$ cat src/rtl/cache_types_pkg.sv
// cache_types_pkg: shared line/beat widths, data types and adaptor FSM states.
package cache_types_pkg;
    localparam int LINE_W  = 256;
    localparam int BURST_W = 64;
    localparam int BEATS   = LINE_W / BURST_W;
    typedef logic [LINE_W-1:0]  cacheline_t;
    typedef logic [BURST_W-1:0] burst_t;
    typedef enum logic [1:0] {IDLE, READ, WRITE, DONE} adaptor_state_e;
endpackage

$ cat src/rtl/cacheline_adaptor.sv
// cacheline_adaptor: turns one cache-line read/write into a BEATS-beat memory burst
// and returns a single-cycle completion to the cache.
module cacheline_adaptor #(
    parameter int LINE_W  = cache_types_pkg::LINE_W,
    parameter int BURST_W = cache_types_pkg::BURST_W,
    parameter int ADDR_W  = 32
) (
    input  logic               clk,
    input  logic               rst,
    input  logic [LINE_W-1:0]  line_i,
    output logic [LINE_W-1:0]  line_o,
    input  logic [ADDR_W-1:0]  address_i,
    input  logic               read_i,
    input  logic               write_i,
    output logic               resp_o,
    input  logic [BURST_W-1:0] burst_i,
    output logic [BURST_W-1:0] burst_o,
    output logic [ADDR_W-1:0]  address_o,
    output logic               read_o,
    output logic               write_o,
    input  logic               resp_i
);
    import cache_types_pkg::*;
    localparam int BEATS = LINE_W / BURST_W;
    localparam int CW    = $clog2(BEATS);
    localparam int OFF   = $clog2(LINE_W / 8);
    adaptor_state_e    state, state_n;
    logic [CW-1:0]     beat;
    logic [LINE_W-1:0] wbuf;
    logic              last;
    assign last = beat == CW'(BEATS - 1);
    always_ff @(posedge clk or posedge rst) begin
        if (rst) state <= IDLE;
        else     state <= state_n;
    end
    always_comb begin
        state_n = (state == IDLE) ? (read_i ? READ : write_i ? WRITE : IDLE)
                : (state == DONE) ? IDLE
                : (resp_i && last) ? DONE : state;
    end
    always_comb begin
        read_o  = state == READ;
        write_o = state == WRITE;
        resp_o  = state == DONE;
    end
    // The write buffer shifts down one beat per accept, so the next beat is always at [2*BURST_W-1:BURST_W].
    always_ff @(posedge clk or posedge rst) begin
        if (rst) begin
            beat      <= '0;
            wbuf      <= '0;
            line_o    <= '0;
            burst_o   <= '0;
            address_o <= '0;
        end else begin
            case (state)
                IDLE: if (read_i || write_i) begin
                    address_o <= (address_i >> OFF) << OFF;
                    beat      <= '0;
                    if (!read_i) begin
                        wbuf    <= line_i;
                        burst_o <= line_i[BURST_W-1:0];
                    end
                end
                READ: if (resp_i) begin
                    line_o[beat*BURST_W +: BURST_W] <= burst_i;
                    beat <= beat + 1'b1;
                end
                WRITE: if (resp_i) begin
                    wbuf    <= wbuf >> BURST_W;
                    burst_o <= wbuf[2*BURST_W-1:BURST_W];
                    beat    <= beat + 1'b1;
                end
                default: ;
            endcase
        end
    end
endmodule

$ cat config.mk
export PLATFORM = sky130hd
export DESIGN_NAME = cacheline_adaptor
export DESIGN_NICKNAME = d
export VERILOG_FILES = /design/src/rtl/cache_types_pkg.sv /design/src/rtl/cacheline_adaptor.sv
export SDC_FILE = /design/constraint.sdc
export NUM_CORES = 1
export LEC_CHECK = 0
export CORE_AREA = 2 2 273 275
export CTS_CLUSTER_DIAMETER = 50
export CTS_CLUSTER_SIZE = 40
export DETAILED_ROUTE_END_ITERATION = 8
export DIE_AREA = 0 0 275 277
export PLACE_DENSITY = 0.62
export SETUP_SLACK_MARGIN = 0.02
export SYNTH_ARGS = -nofsm -noshare
export SYNTH_HDL_FRONTEND = slang
export SYNTH_SLANG_ARGS = --single-unit
export TNS_END_PERCENT = 50
$ cat constraint.sdc
create_clock -name clk -period 54.3 [get_ports clk]
set_input_delay 8.145 -clock clk [delete_from_list [all_inputs] [get_ports clk]]
set_output_delay 8.145 -clock clk [all_outputs]
set_load 0.02 [all_outputs]
-- Yosys cells after proc, flatten, opt, wreduce, memory -nomap -nowiden
Cells that the tools add are included.
- mux-type cells: 17
- reductions and logical operators: 11
- add/subtract/negate cells: 2
- shifts and indexed selects: 2
- eq/ne operators: 8
- operators by type and width (cell ; count):
    256-bit 2-to-1 mux ; 3
    256-bit case mux with 2 select lines ; 1
    256-bit bitwise mux ; 1
    64-bit by 34-bit variable shift with 256-bit output (first input constant) ; 1
    64-bit by 34-bit indexed part select with 256-bit output ; 1
    64-bit 2-to-1 mux ; 3
    64-bit case mux with 2 select lines ; 1
    8-bit negation with 34-bit output ; 1
    2-bit 2-to-1 mux ; 7
    2-bit equality test (second input constant) ; 3
    2-bit by 1-bit inequality test with 1-bit output (second input constant) ; 3
    2-bit case mux with 2 select lines ; 1
    2-bit AND reduction ; 2
    4-bit AND reduction ; 1
    2-bit nonzero test ; 2
    3-bit AND reduction ; 1
    3-bit nonzero test ; 1
    2-bit by 1-bit adder with 2-bit output (second input constant) ; 1
    2-bit by 1-bit equality test with 1-bit output (second input constant) ; 1
    2-bit zero test ; 1
    2-bit inequality test (second input constant) ; 1
    2-bit OR reduction ; 1
    1-bit logical AND ; 1
    1-bit logical OR ; 1
- output and inout port bits: 355
- logic and storage cells: 46
- register bits: 607

-- Depth between registers and ports, before layout
Gate-level depths: netlist (run 1).
- depth in word-level cells: 5
- gate-level depth with buffers: 8
- mapped depth without buffers: 5

-- Worst setup path after synthesis (run 1)
Ideal clock, no wire load.
- path kind: input to register
- from: input resp_i
- to: register wbuf[195]
- stages on the path: 6
- arrival time: 9.197 ns
- buffers on the path: 3
- slack: 44.975 ns
- required time: 54.172 ns
- cells stage by stage: buf_4 > mux2i_1 > a21oi_2 > buf_2 > buf_4 > mux2_1
- word-level cells in the longest chain between the ends: 2
- ends and longest elaborated chain (item ; RTL line ; source):
    from (decl) ; cacheline_adaptor.sv:21 ; input logic resp_i
    2-bit by 1-bit inequality test with 1-bit output (no source line) ; -- ;
    4-bit AND reduction (no source line) ; -- ;
    to (signal assigned) ; cacheline_adaptor.sv:60 ; wbuf <= line_i;
    to (signal assigned) ; cacheline_adaptor.sv:69 ; wbuf <= wbuf >> BURST_W;
    to (decl) ; cacheline_adaptor.sv:29 ; logic [LINE_W-1:0] wbuf;
Every way passes these cells.
A chain may end at the register's enable or synchronous reset.

-- Worst setup path in the final report (run 1)
- from: input resp_i
- to: register wbuf[191]
Same word-level chain as after synthesis.

==> metrics, run 1 <==
CTS Buf Count=66; crit path max fanout=174; startpoint types=input pin; Pwr Total=1.78 mW; nature of the critical path endpoint=flip-flop; CTS sink count=543; XOR/XNOR share of the synthesized area=0; Final Core Density=0.447; Non-Filler Instances=3215; hold path cells=1; CTS Buffer Depth=3; GR Util All Layers=0.180; Yosys reg bits=543; Syn Area/Cell=14.7 um2; total number of yosys warnings=0; Slew HR=0.268; Peak supply drop=0.0506 mV; share of post-route cells with drive strength above 1=0.173; final instance area=32900 um2; Syn Inst Count=1572; worst reg2reg path depth=7; placed cell area=30500 um2; H-Tree Depth=3; CTS tree=done; reported max-cap violation count=0; main flop type after synthesis=dfrtp_1; Critical Path Max Stage Delay=970 ps; most common cell after layout, fill and taps aside=clkdlybuf4s50_1; worst-margin pin slew=1100 ps; Placed Cells incl. Taps=3085; RR Endpoint=wbuf[191]; final antenna-violating net count=0; # resized after CTS=0; CP Cell Sequence=clkdlybuf4s50_1 -> mux2i_1 -> a21oi_4 -> buf_12 -> buf_4 -> mux2_2; synth unique cells=30; Final min period=11060 ps; Max Clock Freq=90.4 MHz; Final HPWL DP=47.7 mm; initial antenna violation count=15; synthesized cell area=23200 um2; Area growth, synth to finish=42.0%; post-synthesis simple-gate area fraction=0.0246; LEAKAGE=14.0 nW; CTS root buffer=clkbuf_16; row count=100; post-DR vias/cell=4.82; number of flops mapped to enable cells by yosys=0; CP Buf/Inv Count=3; post-synthesis sequential area ratio=0.587; total setup buffers inserted after CTS=0; DRT Pass-1 Iters=4; final setup fails=0; most frequent cells in the layout=clkdlybuf4s50_1, dfrtp_1, a22o_1, mux2_1, mux2_2; # DRC=0; Die X=275 um; final setup margin=43240 ps; Hold Crit Class=flip-flop to flip-flop; Worst Skew=42.0 ps; number of global-route vias before repair=16800; critical path class=input pin to flip-flop; r2r setup slk=50580 ps; GPL Wtd Cong=0.843; Clk pin slew, worst setup/hold paths=60 ps; ys async rst share=1.00; worst reg2reg path startpoint=state[0]; later-pin clock latency in the skew report=600 ps; Fin. Hold Viols=0; post-synth top area share=0.587; status=finished, final reports clean; Final Max Tran Viols=0; largest family of logic cells by synthesized area=multiplexers; Hold Path Origin=wbuf[198]; largest net degree at the start of global routing=175; final WL=69.9 mm; routed vias=15500; hold-fix buffers at CTS=0; dpl ws=42660 ps; DR iter-0 viols=729; synth top area cells=dfrtp_1, mux2_1, mux2_2; core area=73600 um2; Starting Density=0.315; first-pass GRT wire length=106 mm; Worst path slowest cell=buf_4; Hold WS=478 ps; CP top delay family=buffers and inverters; Hold Path Sink=wbuf[198]; RSZ-0062 raised after global routing=no; P per Cell Area=54.1 nW/um2; die area=76200 um2; Port Buffers=701; Synth area leader=dfrtp_1; Nets=2550; post-DR wirelength/cell=21.7 um; Setup TNS=0 ps; io pins=712; gr ovfl total=0; Die Ht=277 um; Tcrit/Tclk final=0.204; Arr. time, crit path=11520 ps; mux cell area share after synthesis=0.233; Data required, critical path=54760 ps; adder-cell share of the synthesized area=0.00486; Compound-Gate Fraction of Synth Area=0.0993
==> per-layer routing <==
metal  share of wire  global-route usage
met1            0.39               0.209
met2            0.49               0.297
met3           0.097              0.0689
met4           0.031              0.0703
met5         0.00070                   0
==> cells by family after synthesis <==
group | Yosys count
muxes | 479
other | 1
AOI/OAI and AO/OA | 264
adders and majority gates | 9
buffers and inverters | 188
DFF | 543
and+or+nand+nor | 88
==> power breakdown <==
| part | leakage (nW) | internal [mW] | switching, mW |
|---|---|---|---|
| clock | 1.15 | 0.286 | 0.189 |
| sequential | 6.99 | 0.554 | 0.0737 |
| combinational | 5.88 | 0.355 | 0.320 |
| total | 14.0 | 1.20 | 0.582 |
==> worst register-to-register path: stages, from the launching register on <==
cell	delay (ps)
dfrtp_1	400
inv_1	150
ha_1	390
mux2i_1	180
a21oi_4	170
buf_12	660
buf_4	1140
mux2_2	480
==> cells in the mapped netlist, types with 2 or more instances <==
| master | n |
|---|---|
| buf_6 | 12 |
| nor2_1 | 4 |
| a21oi_1 | 3 |
| buf_2 | 38 |
| mux2i_1 | 4 |
| buf_4 | 94 |
| clkbuf_1 | 36 |
| a22o_1 | 256 |
| inv_1 | 6 |
| dfrtp_1 | 543 |
| nand2b_1 | 2 |
| nand3_1 | 4 |
| ha_1 | 9 |
| mux2_1 | 240 |
| nand2_1 | 4 |
| nor4_4 | 2 |
| mux2_2 | 235 |
| nor2b_1 | 68 |
==> cell type report <==
| class | instances | area [um2] |
|---|---|---|
| sequential | 543 | 13600 |
| timing repair buffer | 721 | 7190 |
| tap | 969 | 1210 |
| fill | 6550 | 40700 |
| inverter | 7 | 33.8 |
| antenna | 10 | 25.0 |
| multi-input combinational | 845 | 8440 |
| clock inverter | 40 | 551 |
| clock buffer | 80 | 1840 |
==> worst max-delay path by stage <==
stage            from       endpoint  slack, ps  cells after the start
2_1_floorplan     rst  address_o[10]      30980                      1
3_3_place_gp   resp_i      wbuf[194]      42740                      6
3_5_place_dp   resp_i      wbuf[192]      42660                      6
4_1_cts        resp_i      wbuf[191]      43310                      6
5_1_grt        resp_i      wbuf[191]      43100                      6
6_report       resp_i      wbuf[191]      43240                      6
==> state kept, by name, indices dropped and copies added (netlist names) <==
signal,cells
state,2
wbuf,193
line_o,256
burst_o,63
address_o,27
beat,2
Note: power is estimated with default switching activity, not from simulation.
==> inputs of run 2 (changes only) <==
CORE_AREA = 2 2 276 278   (was 2 2 273 275)
DIE_AREA = 0 0 278 280   (was 0 0 275 277)
PLACE_DENSITY = 0.61   (was 0.62)
clock period = 11 ns   (was 54.3 ns; I/O delays follow)
==> run 2 against run 1 <==
Against the previous run: utilization down 0.82 points; clock skew down 6.5 ps; global-route usage up 0.058 points; worst setup slack worse by 37000 ps; via count down 0.45%; sequential power rose to 4.9 times the previous value; first-iteration DRC count down 1.6%; critical path type unchanged; critical endpoint is now line_o[131].
==> metrics, run 2 (synthesized netlist as in run 1, its figures left out) <==
post-DR vias/cell=4.79 (-0.57%); LEAKAGE=14.0 nW (+0.18%); most frequent cells in the layout=clkdlybuf4s50_1, dfrtp_1, a22o_1, mux2_1, mux2_2; Port Buffers=701 (unchanged); number of global-route vias before repair=16800 (+0.59%); Setup TNS=0 ps (unchanged); CTS root buffer=clkbuf_16; Clock power frac=0.271 (+0.004); Data required, critical path=11530 ps (-43230 ps); r2r setup slk=7450 ps (-43130 ps); # resized after CTS=0 (unchanged); combinational share of power=0.378 (-0.002); Die Ht=280 um (+1.1%); final WL=71.2 mm (+1.9%); Final HPWL DP=48.1 mm (+0.80%); Final Max Tran Viols=0 (unchanged); CTS Buffer Depth=3 (unchanged); area of the multi-input gates=8470 um2 (+0.36%); reported max-cap violation count=0 (unchanged); routed vias=15400 (-0.45%); internal power=5.83 mW (+390%); Arr. time, crit path=4920 ps (-6600 ps); initial antenna violation count=6 (-9); later-pin clock latency in the skew report=620 ps (+20 ps); H-Tree Depth=3 (unchanged); CTS Buf Count=69 (+4.5%); Hold WS=479 ps (+0.574 ps); total setup buffers inserted after CTS=0 (unchanged); Nets=2550 (unchanged); Die X=278 um (+1.1%); critical path class=input pin to flip-flop; worst reg2reg path depth=6 (-1); GR Util All Layers=0.180 (+0.000577); Tcrit/Tclk final=0.399; RR Endpoint=line_o[131]; CTS sink count=543 (unchanged); final setup margin=6610 ps (-36630 ps); switch share=0.339 (+0.0112); Switching Power=2.99 mW (+410%); Peak supply drop=0.217 mV (+330%); final setup fails=0 (unchanged); most common cell after layout, fill and taps aside=clkdlybuf4s50_1; Area growth, synth to finish=42.5%; Worst Skew=35.5 ps (-6.48 ps); dpl ws=5890 ps (-36770 ps); Starting Density=0.308 (-0.00678); max reg flops=256 (unchanged); status=finished, final reports clean; Fin. Hold Viols=0 (unchanged); largest net degree at the start of global routing=176 (+0.57%); die area=77800 um2 (+2.2%); final instance area=33000 um2 (+0.32%); Final Core Density=0.439 (-0.00823); Seq. cell area=13600 um2 (unchanged); P per Cell Area=267 nW/um2 (+390%); biggest regs=line_o (256), wbuf (193), burst_o (63); Max Clock Freq=228 MHz; final antenna-violating net count=0 (unchanged); first-pass GRT wire length=108 mm (+1.6%); post-DR wirelength/cell=22.1 um (+1.7%); core area=75200 um2 (+2.2%); row count=101 (+1.0%); share of post-route cells with drive strength above 1=0.174 (+0.00156); startpoint types=input pin; nature of the critical path endpoint=flip-flop; # DRC=0 (unchanged); Seq pwr share=0.351 (-0.002); Clk pin slew, worst setup/hold paths=60 ps (about the same); Slew HR=0.246 (-0.0216); RSZ-0062 raised after global routing=no; gr ovfl total=0 (unchanged); CP Capture Point=line_o[131]; GPL Wtd Cong=0.803 (-4.8%); number of fill cells=6827 (+4.2%); worst reg2reg path startpoint=state[1]; io pins=712 (unchanged); hold-fix buffers at CTS=0 (unchanged); crit path max fanout=65 (-63%); Final min period=4390 ps; Setup crit start=resp_i; CTS tree=done; Hold Crit Class=flip-flop to flip-flop; placed cell area=30500 um2 (+0.13%); worst-margin pin slew=1130 ps (+32.4 ps); DR iter-0 viols=717 (-1.6%); Reg with most FFs=line_o; DRT Pass-1 Iters=4 (unchanged)
[run 2: area by class of cell]
cell class,instances,area share
Sequential cell,543,0.412
Timing Repair Buffer,718,0.218
Clock inverter,52,0.0211
Tap cell,978,0.0371
Inverter,7,0.000910
Multi-Input combinational cell,845,0.257
Clock buffer,74,0.0538
Antenna cell,2,0.000152
[run 2: worst min-delay path by stage]
stage | startpoint | depth (start not counted) | endpoint | slack (ps)
floorplan | wbuf[100] | 1 | wbuf[100] | 450
global placement | wbuf[199] | 1 | wbuf[199] | 460
detailed placement | wbuf[102] | 1 | wbuf[102] | 470
CTS | wbuf[102] | 1 | wbuf[102] | 480
global route | wbuf[236] | 1 | wbuf[236] | 490
finish | wbuf[249] | 1 | wbuf[249] | 480
[run 2: critical path, cell delays in order]
cell	delay (ps)
clkdlybuf4s50_1	820
nand3_4	850
nor4b_4	470
buf_4	690
a22o_1	250
[run 2: metrics by stage]
| stage | cells | total power, mW |
|---|---|---|
| floorplan | 1576 | 5.35 |
| global placement | 3091 | 6.41 |
| detailed placement | 3091 | 6.51 |
| CTS | 3217 | 8.96 |
| global route | 3218 | 9.32 |
| finish | 3219 | 8.82 |
[run 2: routing by layer]
layer  wire, um  track usage  part of all wire  up-vias
li1           -            -                 -     6894
met1      29000        0.219              0.41     7877
met2      34500        0.302              0.48      552
met3       6150       0.0614             0.086       96
met4       1540       0.0542             0.022        8
met5         59      0.00250           0.00083        -
[run 2: power groups by stage]
stage | Clock, mW | Combinational, mW | Sequential, mW
2_1_floorplan | 0 | 2.01 | 3.33
3_3_place_gp | 0 | 3.32 | 3.09
3_5_place_dp | 0 | 3.39 | 3.12
4_1_cts | 2.46 | 3.40 | 3.10
5_1_grt | 2.54 | 3.58 | 3.19
6_report | 2.39 | 3.34 | 3.10
==> inputs of run 3 (changes only) <==
CORE_AREA = 2 2 281 283   (was 2 2 276 278)
DIE_AREA = 0 0 283 285   (was 0 0 278 280)
clock period = 3.8 ns   (was 11 ns; I/O delays follow)
==> run 3 against run 2 <==
Against the previous run: first-iteration DRC count is 0.42% higher; via count is 0.91% higher; sequential share of layout area is 0.53 points lower; design area is 1.3% higher; clock power grew to 3.0 times the previous value; hold slack worse by 110 ps; worst setup slack worse by 6000 ps; register-to-register slack worse by 6300 ps; power grew to 2.9 times the previous value; global-route usage is 0.42 points lower; clock skew is 1.1 ps lower; count of clock-buffer cells in the layout is 3 higher.
==> metrics, run 3 (synthesized netlist as in run 1, its figures left out) <==
status=finished, final reports clean; area of the multi-input gates=8480 um2 (about the same); Clock power frac=0.275 (+0.004); CP Cell Sequence=inv_1 -> ha_1 -> clkdlybuf4s50_1; number of fill cells=7071 (+3.6%); CTS Buffer Depth=3 (unchanged); CTS Buf Count=70 (+1.4%); routed vias=15600 (+0.91%); Peak supply drop=0.526 mV (+140%); GR met3 Demand/Resource=0.0635 (+0.00215); Seq pwr share=0.347 (-0.004); Fin. Hold Viols=0 (unchanged); DRT Pass-1 Iters=6 (+2); H-Tree Depth=3 (unchanged); Area growth, synth to finish=44.3%; Final Max Tran Viols=0 (unchanged); total setup buffers inserted after CTS=0 (unchanged); Hold Crit Class=input pin to asynchronous set/reset pin; crit path max fanout=6 (-91%); Final HPWL DP=49.6 mm (+3.0%); Critical Path Max Stage Delay=940 ps (+90 ps); critical path class=flip-flop to output pin; Final min period=3180 ps; Tcrit/Tclk final=0.836; Worst path slowest cell=clkdlybuf4s50_1; GR Util All Layers=0.176 (-0.00422); switch share=0.334 (-0.00452); io pins=712 (unchanged); die area=80700 um2 (+3.6%); initial antenna violation count=7 (+1); worst reg2reg path startpoint=state[1]; LEAKAGE=14.2 nW (+1.0%); core area=78000 um2 (+3.7%); final WL=71.9 mm (+0.98%); Nets=2569 (+0.75%); Pwr Total=25.9 mW (+190%); Die X=283 um (+1.8%); Data required, critical path=3230 ps (-8300 ps); nature of the critical path endpoint=output pin; # resized after CTS=0 (unchanged); final antenna-violating net count=0 (unchanged); internal power=17.2 mW (+200%); CTS tree=done; combinational share of power=0.378 (about the same); GPL Wtd Cong=0.852 (+6.2%); final setup fails=0 (unchanged); Arr. time, crit path=2610 ps (-2310 ps); CTS root buffer=clkbuf_16; first-pass GRT wire length=110 mm (+2.3%); CTS sink count=543 (unchanged); hold-fix buffers at CTS=0 (unchanged); # DRC=0 (unchanged); most frequent cells in the layout=clkdlybuf4s50_1, dfrtp_1, a22o_1, mux2_1, mux2_2; reported max-cap violation count=0 (unchanged); RSZ-0062 raised after global routing=no; Clk pin slew, worst setup/hold paths=60 ps (about the same); worst-margin pin slew=1110 ps (-23.7 ps); placed cell area=30900 um2 (+1.2%); Port Buffers=701 (unchanged); post-DR vias/cell=4.70 (-2.0%); Die Ht=285 um (+1.8%); GR Layer Usage met1=0.217 (-0.00240); later-pin clock latency in the skew report=620 ps (about the same); Switching Power=8.65 mW (+190%); max reg flops=256 (unchanged); number of global-route vias before repair=17100 (+1.4%); largest net degree at the start of global routing=194 (+10%); share of post-route cells with drive strength above 1=0.182 (+0.00767); startpoint types=flip-flop; gr busiest metal=met2; row count=103 (+2.0%); DR iter-0 viols=720 (+0.42%); Starting Density=0.297 (-0.0110); M2 GR Usage=0.288 (-0.0146); most common cell after layout, fill and taps aside=clkdlybuf4s50_1; Slew HR=0.262 (+0.0158); biggest regs=line_o (256), wbuf (193), burst_o (63); P per Cell Area=774 nW/um2 (+190%); post-DR wirelength/cell=21.7 um (-1.9%); Setup crit start=state[1]; Seq. cell area=13600 um2 (unchanged); gr ovfl total=0 (unchanged); Max Clock Freq=315 MHz; final instance area=33400 um2 (+1.3%); Reg with most FFs=line_o; Worst Skew=34.5 ps (-1.08 ps)
==> run 3: changes by cell type in the layout (fill, tap and decap cells not counted), moves of 3 or more <==
cell	previous run	this run
buf_12	4	15
buf_4	13	20
bufinv_16	4	7
clkinv_16	4	0
clkinvlp_4	6	11
diode_2	2	5
inv_12	1	4
inv_16	0	3
inv_8	13	5
==> run 3: final timing paths <==
| path | end | slack [ps] | depth (start not counted) |
|---|---|---|---|
| max in group asynchronous | wbuf[102] | 2430 | 3 |
| min reg2reg | wbuf[163] | 480 | 1 |
| max | read_o | 620 | 3 |
| max reg2reg | line_o[195] | 1120 | 4 |
| min in group clk | wbuf[163] | 480 | 1 |
| min | wbuf[239] | 370 | 2 |
==> run 3: critical path, delay by kind of cell (launching register included) <==
kind	cells	cell delay [ps]
fa+ha+maj	1	550
buf+inv	2	1060
flops	1	420
==> run 3: per-stage QoR <==
step,std cells,hold WS [ps],TNS (ps),setup slack (ps),util
global route,3313,407,0,493,0.429
detailed placement,3181,468,0,619,0.396
finish,3315,367,0,623,0.429
floorplan,1576,452,-2256670,-4160,-
global placement,3181,461,0,676,0.396
CTS,3310,362,0,560,0.428
==> run 3: power groups by stage <==
stage	combinational, mW	sequential (mW)	clock (mW)
after detailed placement	9.94	9.06	0
after global routing	10.5	9.24	7.56
after floorplan	5.83	9.65	0
final	9.79	8.98	7.10
after global placement	9.73	8.96	0
after CTS	9.96	8.99	7.32
==> run 3: area by class of cell <==
type | count | area share
Antenna cell | 5 | 0.000374
Clock buffer | 77 | 0.0547
Clock inverter | 52 | 0.0208
Inverter | 7 | 0.000899
Multi-Input combinational cell | 845 | 0.254
Sequential cell | 543 | 0.407
Tap cell | 1050 | 0.0393
Timing Repair Buffer | 736 | 0.223
==> run 3: metal layers <==
layer | vias up | share of wire
met5 | - | 0.00029
met4 | 4 | 0.024
met3 | 103 | 0.087
met2 | 596 | 0.47
met1 | 7921 | 0.41
li1 | 6943 | -
